===== config.mk =====
export PLATFORM = sky130hd
export DESIGN_NAME = pll_lock_detect
export DESIGN_NICKNAME = d
export VERILOG_FILES = /design/src/rtl/pll_lock_pkg.sv /design/src/rtl/pll_lock_winavg.sv /design/src/rtl/pll_lock_detect.sv
export SDC_FILE = /design/constraint.sdc
export NUM_CORES = 1
export LEC_CHECK = 0
export BUFFER_PORTS_ARGS = -buffer_cell sky130_fd_sc_hd__buf_2
export CORE_MARGIN = 5
export CORE_UTILIZATION = 50
export DETAILED_ROUTE_END_ITERATION = 6
export PLACE_DENSITY = 0.69
export RECOVER_POWER = 100
export SETUP_SLACK_MARGIN = 0.1
export SYNTH_ARGS = -nofsm -noshare
export SYNTH_HDL_FRONTEND = slang
export SYNTH_HIERARCHICAL = 1
export SYNTH_SLANG_ARGS = --single-unit

===== constraint.sdc =====
create_clock -name i_clk -period 5.63 [get_ports i_clk]
set_input_delay 0.563 -clock i_clk [delete_from_list [all_inputs] [get_ports i_clk]]
set_output_delay 0.563 -clock i_clk [all_outputs]
set_load 0.1 [all_outputs]

===== src/rtl/pll_lock_pkg.sv =====
// Shared types and helpers for the PLL lock detector.
package pll_lock_pkg;

    localparam int unsigned LGWIN_W = 4;

    typedef enum logic [1:0] {
        ST_UNLOCKED = 2'd0,
        ST_ACQUIRE  = 2'd1,
        ST_LOCKED   = 2'd2
    } lock_state_e;

    // |x| for a w-bit signed value, saturating the most negative code to 2^(w-1)-1
    function automatic logic [31:0] sat_abs(input logic signed [31:0] x, input int unsigned w);
        logic [31:0] maxv;
        logic [31:0] mag;
        maxv = (32'd1 << (w - 1)) - 32'd1;
        mag  = (x < 0) ? 32'(-x) : 32'(x);
        if (mag > maxv) begin
            mag = maxv;
        end
        return mag;
    endfunction

endpackage


===== src/rtl/pll_lock_winavg.sv =====
// Windowed mean of |err|: abs stage, accumulator, sample counter and power-of-two divide.
module pll_lock_winavg
    import pll_lock_pkg::*;
#(
    parameter int unsigned EW     = 16,
    parameter int unsigned LGWMAX = 8
) (
    input  logic                      i_clk,
    input  logic                      i_reset,
    input  logic                      i_ce,
    input  logic signed [EW-1:0]      i_err,
    input  logic [LGWIN_W-1:0]        i_lgwin,
    output logic [EW-2:0]             o_avg,
    output logic                      o_stb
);

    localparam int unsigned AW = EW + LGWMAX;
    localparam int unsigned CW = LGWMAX + 1;

    logic [EW-2:0]      abs_q, abs_d;
    logic               ce_dly_q, ce_dly_d;
    logic [AW-1:0]      acc_q, acc_d;
    logic [CW-1:0]      cnt_q, cnt_d;
    logic [LGWIN_W-1:0] lgw_q, lgw_d;
    logic [EW-2:0]      avg_q, avg_d;
    logic               stb_q, stb_d;

    logic [LGWIN_W-1:0] lgwin_clamped;
    logic [LGWIN_W-1:0] lg_eff;
    logic [AW-1:0]      sum;

    always_comb begin
        abs_d    = abs_q;
        ce_dly_d = i_ce;
        acc_d    = acc_q;
        cnt_d    = cnt_q;
        lgw_d    = lgw_q;
        avg_d    = avg_q;
        stb_d    = 1'b0;

        if (i_ce) begin
            abs_d = (EW-1)'(sat_abs(32'(i_err), EW));
        end

        // Window length is taken from the input only on a window's first sample
        lgwin_clamped = (i_lgwin > LGWIN_W'(LGWMAX)) ? LGWIN_W'(LGWMAX) : i_lgwin;
        lg_eff        = (cnt_q == '0) ? lgwin_clamped : lgw_q;
        sum           = ((cnt_q == '0) ? '0 : acc_q) + AW'(abs_q);

        if (ce_dly_q) begin
            lgw_d = lg_eff;
            if (cnt_q == ((CW'(1) << lg_eff) - CW'(1))) begin
                avg_d = (EW-1)'(sum >> lg_eff);
                stb_d = 1'b1;
                acc_d = '0;
                cnt_d = '0;
            end else begin
                acc_d = sum;
                cnt_d = cnt_q + CW'(1);
            end
        end
    end

    always_ff @(posedge i_clk) begin
        if (i_reset) begin
            abs_q    <= '0;
            ce_dly_q <= 1'b0;
            acc_q    <= '0;
            cnt_q    <= '0;
            lgw_q    <= '0;
            avg_q    <= '0;
            stb_q    <= 1'b0;
        end else begin
            abs_q    <= abs_d;
            ce_dly_q <= ce_dly_d;
            acc_q    <= acc_d;
            cnt_q    <= cnt_d;
            lgw_q    <= lgw_d;
            avg_q    <= avg_d;
            stb_q    <= stb_d;
        end
    end

    assign o_avg = avg_q;
    assign o_stb = stb_q;

endmodule


===== src/rtl/pll_lock_detect.sv =====
// PLL lock detector: windowed mean |phase error| feeding a hysteretic lock state machine.
module pll_lock_detect
    import pll_lock_pkg::*;
#(
    parameter int unsigned EW     = 16,
    parameter int unsigned LGWMAX = 8,
    parameter int unsigned NGOOD  = 4,
    parameter int unsigned NBAD   = 2
) (
    input  logic                  i_clk,
    input  logic                  i_reset,
    input  logic                  i_ce,
    input  logic signed [EW-1:0]  i_err,
    input  logic [3:0]            i_lgwin,
    input  logic [EW-2:0]         i_lock_thresh,
    input  logic [EW-2:0]         i_unlock_thresh,
    output logic [EW-2:0]         o_avg_err,
    output logic                  o_avg_stb,
    output logic                  o_locked,
    output logic                  o_lock_chg
);

    localparam int unsigned GW = $clog2(NGOOD + 1);
    localparam int unsigned BW = $clog2(NBAD + 1);

    lock_state_e   state_q, state_d;
    logic [GW-1:0] good_q, good_d, good_inc;
    logic [BW-1:0] bad_q, bad_d, bad_inc;
    logic          locked_q, locked_d;
    logic          chg_q, chg_d;

    logic [EW-2:0] avg;
    logic          avg_stb;

    pll_lock_winavg #(
        .EW     (EW),
        .LGWMAX (LGWMAX)
    ) u_winavg (
        .i_clk   (i_clk),
        .i_reset (i_reset),
        .i_ce    (i_ce),
        .i_err   (i_err),
        .i_lgwin (i_lgwin),
        .o_avg   (avg),
        .o_stb   (avg_stb)
    );

    // Lock FSM advances once per completed window
    always_comb begin
        state_d  = state_q;
        good_d   = good_q;
        bad_d    = bad_q;
        good_inc = good_q + GW'(1);
        bad_inc  = bad_q + BW'(1);

        if (avg_stb) begin
            unique case (state_q)
                ST_UNLOCKED: begin
                    if (avg <= i_lock_thresh) begin
                        if (NGOOD <= 1) begin
                            state_d = ST_LOCKED;
                            good_d  = '0;
                            bad_d   = '0;
                        end else begin
                            state_d = ST_ACQUIRE;
                            good_d  = GW'(1);
                        end
                    end
                end
                ST_ACQUIRE: begin
                    if (avg <= i_lock_thresh) begin
                        if (good_inc == GW'(NGOOD)) begin
                            state_d = ST_LOCKED;
                            good_d  = '0;
                            bad_d   = '0;
                        end else begin
                            good_d = good_inc;
                        end
                    end else begin
                        state_d = ST_UNLOCKED;
                        good_d  = '0;
                    end
                end
                ST_LOCKED: begin
                    if (avg > i_unlock_thresh) begin
                        if (bad_inc == BW'(NBAD)) begin
                            state_d = ST_UNLOCKED;
                            good_d  = '0;
                            bad_d   = '0;
                        end else begin
                            bad_d = bad_inc;
                        end
                    end else begin
                        bad_d = '0;
                    end
                end
                default: begin
                    state_d = ST_UNLOCKED;
                    good_d  = '0;
                    bad_d   = '0;
                end
            endcase
        end

        locked_d = (state_d == ST_LOCKED);
        chg_d    = locked_d ^ locked_q;
    end

    always_ff @(posedge i_clk) begin
        if (i_reset) begin
            state_q  <= ST_UNLOCKED;
            good_q   <= '0;
            bad_q    <= '0;
            locked_q <= 1'b0;
            chg_q    <= 1'b0;
        end else begin
            state_q  <= state_d;
            good_q   <= good_d;
            bad_q    <= bad_d;
            locked_q <= locked_d;
            chg_q    <= chg_d;
        end
    end

    assign o_avg_err  = avg;
    assign o_avg_stb  = avg_stb;
    assign o_locked   = locked_q;
    assign o_lock_chg = chg_q;

endmodule


==> flow_metrics.tcl, run 1 <==
set metrics [dict create \
    fin_skew_ns 0.00716 \
    num-fill-cells 1387 \
    rrSetupSlack_ns 0.68 \
    clkTransAtPathRegs_ns 0.06 \
    drt-initial-drc-count 664 \
    synthDominantCellAreaShare 0.221 \
    max_cap_viol_count 2 \
    whs_ns 0.458 \
    power_density_nw_per_um2 197 \
    drv_slew 79 \
    worstReg2RegEnd "u_winavg/o_avg[8]$_SDFFE_PP0P_" \
    synth_area_leaders "dfxtp_1, ha_1, a21oi_1" \
    cpPeakStageDelay_ns 0.65 \
    fp-row-count 43 \
    critPathTopFamily "simple AND/OR/NAND/NOR gates" \
    ys_async_sr_fraction 0 \
    switching_share 0.311 \
    initial_core_util 0.510 \
    seq_power_share 0.382 \
    insertion_delay_ns 0.35 \
    hold_end "u_winavg/acc_q[14]$_SDFFE_PP0P_" \
    fin_crit_sh 0.878 \
    cts_buffers 9 \
    ff2ff_path_depth 16 \
    pin_count 71 \
    port_buffers 70 \
    core_um2 13900 \
    die_w_um 129 \
    tightest_slew_ns 1.70 \
    syn_inst 947 \
    path_cells "inv_1, ha_1, or4b_1, o21ai_1, nand2_1, nand2_1, ha_1, inv_1, o311a_1, a2111oi_2, o2111ai_1, or3_1, buf_4, or2_0, a221oi_1, a211oi_1" \
    grt_pass1_vias 6512 \
    ant_nets 0 \
    period_minus_slack_ns 4.95 \
    grtUsageTotal 0.237 \
    clkPwrFrac 0.392 \
    synthFlopType "dfxtp_1" \
    syn2layout_area_growth_pct 9.76 \
    ys_types 91 \
    syn_area_um2 7070 \
    die_h_um 129 \
    max_clock_freq_mhz 202 \
    crit_path_max_fanout 27 \
    min_path_cells 2 \
    drcViolationCount 0 \
    synth_nets 1052 \
    holdCritPathClass "reg2reg" \
    hold_start "u_winavg/acc_q[14]$_SDFFE_PP0P_" \
    hold_viol 0 \
    synth_seq_cells 78 \
    wirelength_um 19900 \
    regArea_um2 1560 \
    crit_buf_inv 3 \
    htree_levels 3 \
    grt_max_degree 41 \
    multiInputGateArea_um2 5030 \
    relSlewSlack -0.130 \
    antenna_found_initial 0 \
    cts.sinks 78 \
    postLayoutCellArea_um2 7760 \
    end_kind "register" \
    cp.arrival_ns 5.09 \
    grt-ovfl-total 0 \
    die-area_um2 16600 \
    yosysWarnings 6 \
    final_layout_size_suffix_gt1_frac 0.105 \
    fin_tns_setup_ns 0 \
    rsz0062_at_grt "false" \
    p_leak_nw 3.17 \
    cts_hold_buffers 0 \
    ys_seq_area_frac 0.221 \
    grt_pass1_wl_um 32600 \
    violations "max-capacitance violations, max-slew violations" \
    switchingPower_w 0.000475 \
    comb_power_share 0.226 \
    cpMaxStageDelayCell "or4b_1" \
    n_antenna_cell 0 \
    clock_path_buffers 2 \
    synth_top_cell_by_area "dfxtp_1" \
    status "finished with violations" \
    syn_avg_cell_area_um2 7.47 \
    drtPass1Iterations 5 \
    critical_path_class "reg2reg" \
    place_congestion 1.01 \
    wire_per_inst_um 17.0 \
    via_count 7268 \
    dp_hpwl_um 15000 \
    post_cts_resized 0 \
    post-cts-setup-buffer-count 0 \
    worstSetupStartpointType "register" \
    place_area_um2 7540 \
    cts_tree "yes" \
    setup_viol 0 \
    cts-root-buf "clkbuf_16" \
    post_drt_via_cell_ratio 6.21 \
    synth_edf_count 0 \
    r2r-start "u_winavg/cnt_q[0]$_SDFFE_PP0P_" \
    fin_nets 1091 \
    internal-power_w 0.00105 \
    cp.required_ns 5.78 \
    ir_drop_mv 0.125 \
]
## placed cells by master (no fill, tap or decap), types with 23 or more instances in the layout
cell type / n
dfxtp_1: 78
ha_1: 51
nor2_1: 74
a21oi_1: 80
o21ai_0: 39
a211oi_1: 36
xor2_1: 23
nand2_1: 95
nand3_1: 47
buf_2: 50
inv_1: 51
## Yosys cell counts (5+ instances only)
cell type / number
a211o_1: 6
a211oi_1: 36
a21o_1: 10
a21oi_1: 80
a221oi_1: 7
a22oi_1: 5
a31oi_1: 14
and2_1: 21
and3_1: 7
buf_2: 8
clkbuf_1: 44
dfxtp_1: 78
ha_1: 51
inv_1: 50
mux2_2: 6
mux2i_1: 14
nand2_1: 95
nand2b_1: 7
nand3_1: 47
nand4_1: 21
nor2_1: 74
nor2b_1: 13
nor3_1: 15
nor4_1: 7
o211ai_1: 14
o21a_1: 7
o21ai_0: 36
o21ai_1: 8
o21bai_1: 6
o221ai_1: 7
o22ai_1: 6
o31ai_1: 10
or3_1: 6
or4_1: 8
xnor2_1: 17
xor2_1: 23
## worst max path at each step
stage / slack [ns] / to / cells after the start / from
floorplan: 0.63 / u_winavg/o_avg[10]$_SDFFE_PP0P_ / 21 / u_winavg/cnt_q[0]$_SDFFE_PP0P_
global placement: 0.89 / u_winavg/o_avg[8]$_SDFFE_PP0P_ / 16 / u_winavg/cnt_q[0]$_SDFFE_PP0P_
detailed placement: 0.81 / u_winavg/o_avg[8]$_SDFFE_PP0P_ / 16 / u_winavg/cnt_q[0]$_SDFFE_PP0P_
CTS: 0.77 / u_winavg/o_avg[8]$_SDFFE_PP0P_ / 16 / u_winavg/cnt_q[0]$_SDFFE_PP0P_
global route: 0.21 / u_winavg/o_avg[8]$_SDFFE_PP0P_ / 16 / u_winavg/cnt_q[0]$_SDFFE_PP0P_
finish: 0.68 / u_winavg/o_avg[8]$_SDFFE_PP0P_ / 16 / u_winavg/cnt_q[0]$_SDFFE_PP0P_
## flip-flops by register name (all words and copies together), names as in the netlist
| signal | flops |
|---|---|
| u_winavg/o_avg | 15 |
| u_winavg/o_stb | 1 |
| o_locked | 1 |
| u_winavg/ce_dly_q | 1 |
| u_winavg/abs_q | 15 |
| u_winavg/acc_q | 24 |
| u_winavg/lgw_q | 4 |
| o_lock_chg | 1 |
| state_q | 2 |
| u_winavg/cnt_q | 9 |
| bad_q | 2 |
| good_q | 3 |
## tightest hold or removal path: stages (launching register included)
cell     delay, ns
dfxtp_1       0.31
nand2_1       0.06
a21oi_1       0.05
## final cells by class
class | instances | area share
Tap cell | 180 | 0.0290
Multi-Input combinational cell | 758 | 0.648
Sequential cell | 78 | 0.201
Clock inverter | 6 | 0.00886
Clock buffer | 10 | 0.0308
Inverter | 52 | 0.0251
Timing Repair Buffer | 87 | 0.0574
## routing by layer
| metal | GRT usage | up-vias | wire, um |
|---|---|---|---|
| met5 | 0 | - | 0 |
| met4 | 0.0716 | 0 | 359 |
| met3 | 0.0357 | 35 | 1470 |
| met2 | 0.378 | 277 | 8740 |
| met1 | 0.332 | 3353 | 9350 |
| li1 | - | 3603 | - |
## power groups by stage
stage / Combinational, W / Clock [W] / Sequential (W)
after detailed placement: 0.000339 / 0 / 0.000596
after global placement: 0.000342 / 0 / 0.000596
after global routing: 0.000379 / 0.000633 / 0.000586
final: 0.000345 / 0.000599 / 0.000584
after CTS: 0.000342 / 0.000613 / 0.000584
after floorplan: 0.000252 / 0 / 0.000587
## metrics by stage
stage | cells | total power, W | worst slack, ns | utilization
3_5_place_dp | 1155 | 0.000935 | 0.814 | 0.543
2_1_floorplan | 947 | 0.000839 | 0.627 | -
6_report | 1171 | 0.00153 | 0.685 | 0.559
4_1_cts | 1171 | 0.00154 | 0.771 | 0.566
3_3_place_gp | 1155 | 0.000937 | 0.889 | 0.543
5_1_grt | 1171 | 0.00160 | 0.213 | 0.559
## cells by family (layout without fill, tap and decap cells)
group	Yosys count	after routing	synth area share
simple gates	344	344	0.247
compound gates	299	299	0.290
buf+inv	111	155	0.0621
flops	78	78	0.221
fa+ha+maj	52	52	0.0930
xor+xnor	40	40	0.0495
mux	23	23	0.0373
Power figures use the tool's default switching activity.
==> run 2: changes to the inputs <==
--- a/config.mk
+++ b/config.mk
@@ -5,6 +5,7 @@
 export SDC_FILE = /design/constraint.sdc
 export NUM_CORES = 1
 export LEC_CHECK = 0
+export ABC_AREA = 1
 export BUFFER_PORTS_ARGS = -buffer_cell sky130_fd_sc_hd__buf_2
 export CORE_MARGIN = 5
 export CORE_UTILIZATION = 50
==> run 2 against run 1 <==
  * Non-clock buffer count decreased by 15
  * Synthesized cell count rose by 24%
  * Cell count up 21%
  * Wire length shrank 11%
  * Maximum frequency is 5.4% higher
  * Clock power down 3%
  * Cell area is 0.81% lower
  * Critical path depth increased by 7
  * The run still ends with max-capacitance violations, max-slew violations left
  * Total power is 1.0% lower
  * Worst hold slack got worse by 0.014 ns
  * Die area down 0.60%
==> flow_metrics.tcl, run 2 <==
set metrics [dict create \
    status "finished with violations" \
    violations "max-capacitance violations, max-slew violations" \
    fin_skew_ns 0.00790 \
    ys_types 48 \
    ant_nets 0 \
    wire_per_inst_um 12.6 \
    relSlewSlack -0.290 \
    cpPeakStageDelay_ns 0.80 \
    crit_buf_inv 4 \
    seq_power_share 0.382 \
    crit_path_max_fanout 26 \
    wirelength_um 17800 \
    synth_edf_count 0 \
    max_clock_freq_mhz 213 \
    cpMaxStageDelayCell "nor2_2" \
    ys_async_sr_fraction 0 \
    drcViolationCount 0 \
    syn2layout_area_growth_pct 9.60 \
    end_kind "register" \
    grt_pass1_wl_um 30600 \
    dp_hpwl_um 13900 \
    htree_levels 3 \
    cts-root-buf "clkbuf_16" \
    worstSetupStartpointType "register" \
    grt_pass1_vias 6669 \
    cp.arrival_ns 4.93 \
    clock_path_buffers 2 \
    hold_viol 0 \
    fp-row-count 43 \
    critical_path_class "reg2reg" \
    drt-initial-drc-count 401 \
    initial_core_util 0.508 \
    synth_seq_cells 78 \
    grt_max_degree 42 \
    path_cells "inv_1, ha_1, nand2_2, nor2_1, nand2_2, nand2_1, nand2_2, inv_1, nand2_1, inv_1, nand2_1, ha_1, xor2_1, inv_1, nand2_1, nand2_1, nand2_1, nor2_1, nand2_1, nor2_1, nor2_2, nand2_1, a21oi_1" \
    regMostFlops "u_winavg/acc_q" \
    holdCritPathClass "reg2reg" \
    synth_area_leaders "dfxtp_1, nand2_1, nand3_1" \
    via_count 7277 \
    grtUsageTotal 0.221 \
    synth_nets 1284 \
    internal-power_w 0.00103 \
    post_drt_via_cell_ratio 5.15 \
    max_cap_viol_count 1 \
    setup_viol 0 \
    critPathTopFamily "simple AND/OR/NAND/NOR gates" \
    ys_seq_area_frac 0.222 \
    cts_hold_buffers 0 \
    n_antenna_cell 0 \
    die-area_um2 16500 \
    layout_setup_ws_ns 0.937 \
    cp_common_cell "nand2_1" \
    power_density_nw_per_um2 196 \
    cts_tree "yes" \
    regArea_um2 1560 \
    antenna_found_initial 0 \
    cp.required_ns 5.87 \
    rrSetupSlack_ns 0.94 \
    post_cts_resized 0 \
    largest_reg_flops 24 \
    place_ws_ns 1.41 \
    cts_buffers 9 \
    period_minus_slack_ns 4.69 \
    port_buffers 70 \
    syn_inst 1179 \
    post-cts-setup-buffer-count 0 \
    final_layout_size_suffix_gt1_frac 0.0972 \
    fin_tns_setup_ns 0 \
    tightest_slew_ns 1.94 \
    comb_power_share 0.233 \
    core_um2 13800 \
    synth_top_cell_by_area "dfxtp_1" \
    die_h_um 129 \
    syn_area_um2 7030 \
    multiInputGateArea_um2 4630 \
    rsz0062_at_grt "false" \
    grt-ovfl-total 0 \
    switchingPower_w 0.000485 \
    pin_count 71 \
    num-fill-cells 1455 \
    ir_drop_mv 0.136 \
    drtPass1Iterations 5 \
    clkTransAtPathRegs_ns 0.06 \
    insertion_delay_ns 0.34 \
    drv_slew 42 \
    clkPwrFrac 0.385 \
    yosysMostFrequentCell "nand2_1" \
    fin_crit_sh 0.834 \
    synthDominantCellAreaShare 0.222 \
    synth_top_cells_by_count "nand2_1, inv_1, nand3_1" \
    fin_nets 1334 \
    final_common_cell "nand2_1" \
    cts.sinks 78 \
    syn_avg_cell_area_um2 5.96 \
    layout_common_cells "nand2_1, inv_1, nand3_1" \
    switching_share 0.321 \
    synthFlopType "dfxtp_1" \
    p_leak_nw 3.94 \
    yosysWarnings 6 \
    die_w_um 129 \
    place_congestion 0.900 \
]
[run 2: cell count changes after synthesis, sizes merged, moves of 13 or more]
cell | before | now
a211oi | 36 | 0
and2 | 21 | 1
clkbuf | 45 | 23
inv | 51 | 171
mux2i | 14 | 1
nand2 | 95 | 377
nand3 | 47 | 142
nor2 | 75 | 126
nor2b | 13 | 0
[run 2: layer usage]
layer,up-vias,track usage,share of wire
li1,3874,-,-
met1,3182,0.287,0.46
met2,205,0.383,0.46
met3,16,0.0278,0.066
met4,0,0.0661,0.016
met5,-,0,0
[run 2: worst register-to-register path, stage by stage (launching register included)]
cell	delay, ns
dfxtp_1	0.35
inv_1	0.14
ha_1	0.20
nand2_2	0.06
nor2_1	0.18
nand2_2	0.28
nand2_1	0.16
nand2_2	0.28
inv_1	0.67
nand2_1	0.10
inv_1	0.12
nand2_1	0.06
ha_1	0.22
xor2_1	0.23
inv_1	0.09
nand2_1	0.07
nand2_1	0.05
nand2_1	0.05
nor2_1	0.04
nand2_1	0.05
nor2_1	0.08
nor2_2	0.80
nand2_1	0.14
a21oi_1	0.17
[run 2: stage by stage]
step / instance area, um^2 / util / power (W) / instances / hold WS (ns)
after floorplan: 7030 / - / 0.000859 / 1179 / 0.416
after global placement: 7440 / 0.538 / 0.000938 / 1398 / 0.432
after detailed placement: 7440 / 0.538 / 0.000941 / 1398 / 0.439
after CTS: 7740 / 0.560 / 0.00153 / 1414 / 0.449
after global routing: 7700 / 0.557 / 0.00160 / 1414 / 0.472
final: 7700 / 0.557 / 0.00151 / 1414 / 0.444
[run 2: final cells by class]
type	instances	area share
tap	180	0.0292
inverter	172	0.0840
sequential	78	0.203
timing repair buffer	72	0.0439
clock inverter	7	0.00942
multi-input combinational	896	0.602
clock buffer	9	0.0292
[run 2: logic make-up (layout without fill, tap and decap cells)]
group	Yosys count	in the layout	synth area share
simple gates	683	683	0.432
buf+inv	205	260	0.117
compound gates	139	139	0.108
flops	78	78	0.222
fa+ha+maj	52	52	0.0936
xor+xnor	21	21	0.0262
mux	1	1	0.00142
[run 2: final timing paths]
path,from,endpoint,depth (start not counted)
worst max-delay path,u_winavg/cnt_q[0]$_SDFFE_PP0P_,u_winavg/acc_q[22]$_SDFFE_PP0P_,23
worst min-delay path,bad_q[1]$_SDFFE_PP0P_,bad_q[1]$_SDFFE_PP0P_,2
worst max register to register,u_winavg/cnt_q[0]$_SDFFE_PP0P_,u_winavg/acc_q[22]$_SDFFE_PP0P_,23
worst min register to register,bad_q[1]$_SDFFE_PP0P_,bad_q[1]$_SDFFE_PP0P_,2
[run 2: power by group through the flow]
stage | logic [W] | registers [W] | clock network (W)
floorplan | 0.000272 | 0.000587 | 0
global placement | 0.000348 | 0.000590 | 0
detailed placement | 0.000351 | 0.000590 | 0
CTS | 0.000352 | 0.000578 | 0.000595
global route | 0.000404 | 0.000580 | 0.000617
finish | 0.000353 | 0.000578 | 0.000582
==> run 3: changes to the inputs <==
==> constraint.sdc (replaced) <==
create_clock -name i_clk -period 4.4 [get_ports i_clk]
set_input_delay 0.44 -clock i_clk [delete_from_list [all_inputs] [get_ports i_clk]]
set_output_delay 0.44 -clock i_clk [all_outputs]
set_load 0.1 [all_outputs]
==> run 3 against run 2 <==
  * The run now ends clean
  * Non-clock buffer count rose by 6
  * Core utilization rose by 0.44 points
  * Clock skew fell by 0.00079 ns
  * Via count rose by 1.3%
  * Die area did not move
  * Maximum frequency rose by 20%
  * Global-route usage rose by 0.10 points
  * First-iteration DRC count fell by 19%
  * Flip-flop and latch count did not move
  * Setup slack got worse by 0.43 ns
  * Combinational power rose by 29%
  * Cell count rose by 0.42%
==> flow_metrics.tcl, run 3 (synthesis results as in run 2) <==
set metrics [dict create \
    status "finished, final reports clean" \
    path_cells "inv_1, ha_1, nand2_2, nor2_1, nand2_2, nand2_1, nand2_4, clkbuf_1, inv_1, o21ai_0, nand2_1, nand3_1, o221ai_1, o21ai_0, nand2_1" \
    grt_pass1_vias 6663 \
    whs_ns 0.375 \
    r2r-start "u_winavg/cnt_q[0]$_SDFFE_PP0P_" \
    crit_path_max_fanout 24 \
    num-fill-cells 1443 \
    n_antenna_cell 0 \
    clock_path_buffers 2 \
    core_um2 13800 \
    drtPass1Iterations 7 \
    final_common_cell "nand2_1" \
    cpMaxStageDelayCell "clkbuf_1" \
    fin_nets 1340 \
    ff2ff_path_depth 15 \
    hold_viol 0 \
    die_h_um 129 \
    ant_nets 0 \
    fin_crit_sh 0.885 \
    crit_start "u_winavg/cnt_q[0]$_SDFFE_PP0P_" \
    place_congestion 0.949 \
    die-area_um2 16500 \
    cts-root-buf "clkbuf_16" \
    ir_drop_mv 0.176 \
    relSlewSlack 0.172 \
    max_cap_viol_count 0 \
    htree_levels 3 \
    rsz0062_at_grt "false" \
    power_density_nw_per_um2 264 \
    cts_buffers 9 \
    drv_slew 0 \
    wirelength_um 18200 \
    period_minus_slack_ns 3.90 \
    fp-row-count 43 \
    cts.sinks 78 \
    cpPeakStageDelay_ns 0.72 \
    insertion_delay_ns 0.35 \
    fin_tns_setup_ns 0 \
    endpoint "u_winavg/o_avg[0]$_SDFFE_PP0P_" \
    p_leak_nw 3.98 \
    fin_total_pwr_w 0.00205 \
    via_count 7370 \
    top_layer "met4" \
    regMostFlops "u_winavg/acc_q" \
    fin_skew_ns 0.00711 \
    post_drt_via_cell_ratio 5.19 \
    cts_hold_buffers 0 \
    cp.required_ns 4.63 \
    holdCritPathClass "in2reg" \
    final_layout_size_suffix_gt1_frac 0.0952 \
    cp.arrival_ns 4.13 \
    max_clock_freq_mhz 257 \
    placedCellCount 1404 \
    grt-ovfl-total 0 \
    layoutNonFillerInstCount 1420 \
    grt_pass1_wl_um 30400 \
    worstReg2RegEnd "u_winavg/o_avg[0]$_SDFFE_PP0P_" \
    syn2layout_area_growth_pct 10.5 \
    worstSetupStartpointType "register" \
    tightest_slew_ns 1.24 \
    cp_common_cell "nand2_1" \
    layout_setup_ws_ns 0.504 \
    pin_count 71 \
    place_ws_ns 0.446 \
    grt_max_degree 31 \
    wl_met3_um 1210 \
    rrSetupSlack_ns 0.50 \
    clkTransAtPathRegs_ns 0.06 \
    drt-initial-drc-count 324 \
    die_w_um 129 \
    cts_tree "yes" \
    end_kind "register" \
    grtUsageTotal 0.222 \
    port_buffers 70 \
    layout_common_cells "nand2_1, inv_1, nand3_1" \
    route.met2.wl_um 8240 \
    setup_viol 0 \
    critical_path_class "reg2reg" \
    wire_per_inst_um 12.8 \
    dp_hpwl_um 14200 \
    initial_core_util 0.508 \
    wl_met1_um 8290 \
    drcViolationCount 0 \
    antenna_found_initial 0 \
    largest_reg_flops 24 \
]
run 3: per-stage QoR:
stage | instance area, um^2 | util
after floorplan | 7030 | -
after global placement | 7490 | 0.542
after detailed placement | 7490 | 0.542
after CTS | 7830 | 0.566
after global routing | 7760 | 0.561
final | 7760 | 0.561
run 3: how the worst min path moves through the flow:
stage	start	to	slack [ns]	cells after the start
final	i_err[0]	u_winavg/abs_q[0]$_SDFFE_PP0P_	0.37	3
after CTS	i_err[0]	u_winavg/abs_q[0]$_SDFFE_PP0P_	0.36	3
after detailed placement	bad_q[1]$_SDFFE_PP0P_	bad_q[1]$_SDFFE_PP0P_	0.43	2
after global placement	bad_q[1]$_SDFFE_PP0P_	bad_q[1]$_SDFFE_PP0P_	0.43	2
after floorplan	bad_q[1]$_SDFFE_PP0P_	bad_q[1]$_SDFFE_PP0P_	0.42	2
after global routing	i_err[0]	u_winavg/abs_q[0]$_SDFFE_PP0P_	0.38	3
run 3: cell type report:
type / count / area [um^2] / share of cell area
multi-input combinational: 896 / 4610 / 0.594
sequential: 78 / 1560 / 0.201
inverter: 172 / 647 / 0.0833
timing repair buffer: 78 / 382 / 0.0492
clock buffer: 10 / 229 / 0.0295
tap: 180 / 225 / 0.0290
clock inverter: 6 / 109 / 0.0140
run 3: routing by layer:
layer,track usage,vias up
met5,0,-
met4,0.0883,0
met3,0.0291,34
met2,0.372,238
met1,0.289,3210
li1,-,3888
run 3: worst max-delay path: cells and delay by family (launching register included):
kind	cells	cell delay (ns)
buffers and inverters	3	1.39
DFF	1	0.40
adders and majority gates	1	0.25
AOI/OAI and AO/OA	3	0.72
and+or+nand+nor	8	1.02
run 3: timing repair:
item | CTS | global route
buffers inserted | 0 | 0
setup endpoints to repair | 0 | 23
resized for setup | 0 | 1
run 3: where the power goes:
group / internal [W] / total (W) / switching (W)
Clock: 0.000554 / 0.000850 / 0.000296
Combinational: 0.000153 / 0.000456 / 0.000304
Sequential: 0.000726 / 0.000741 / 0.0000147
Total: 0.00143 / 0.00205 / 0.000614
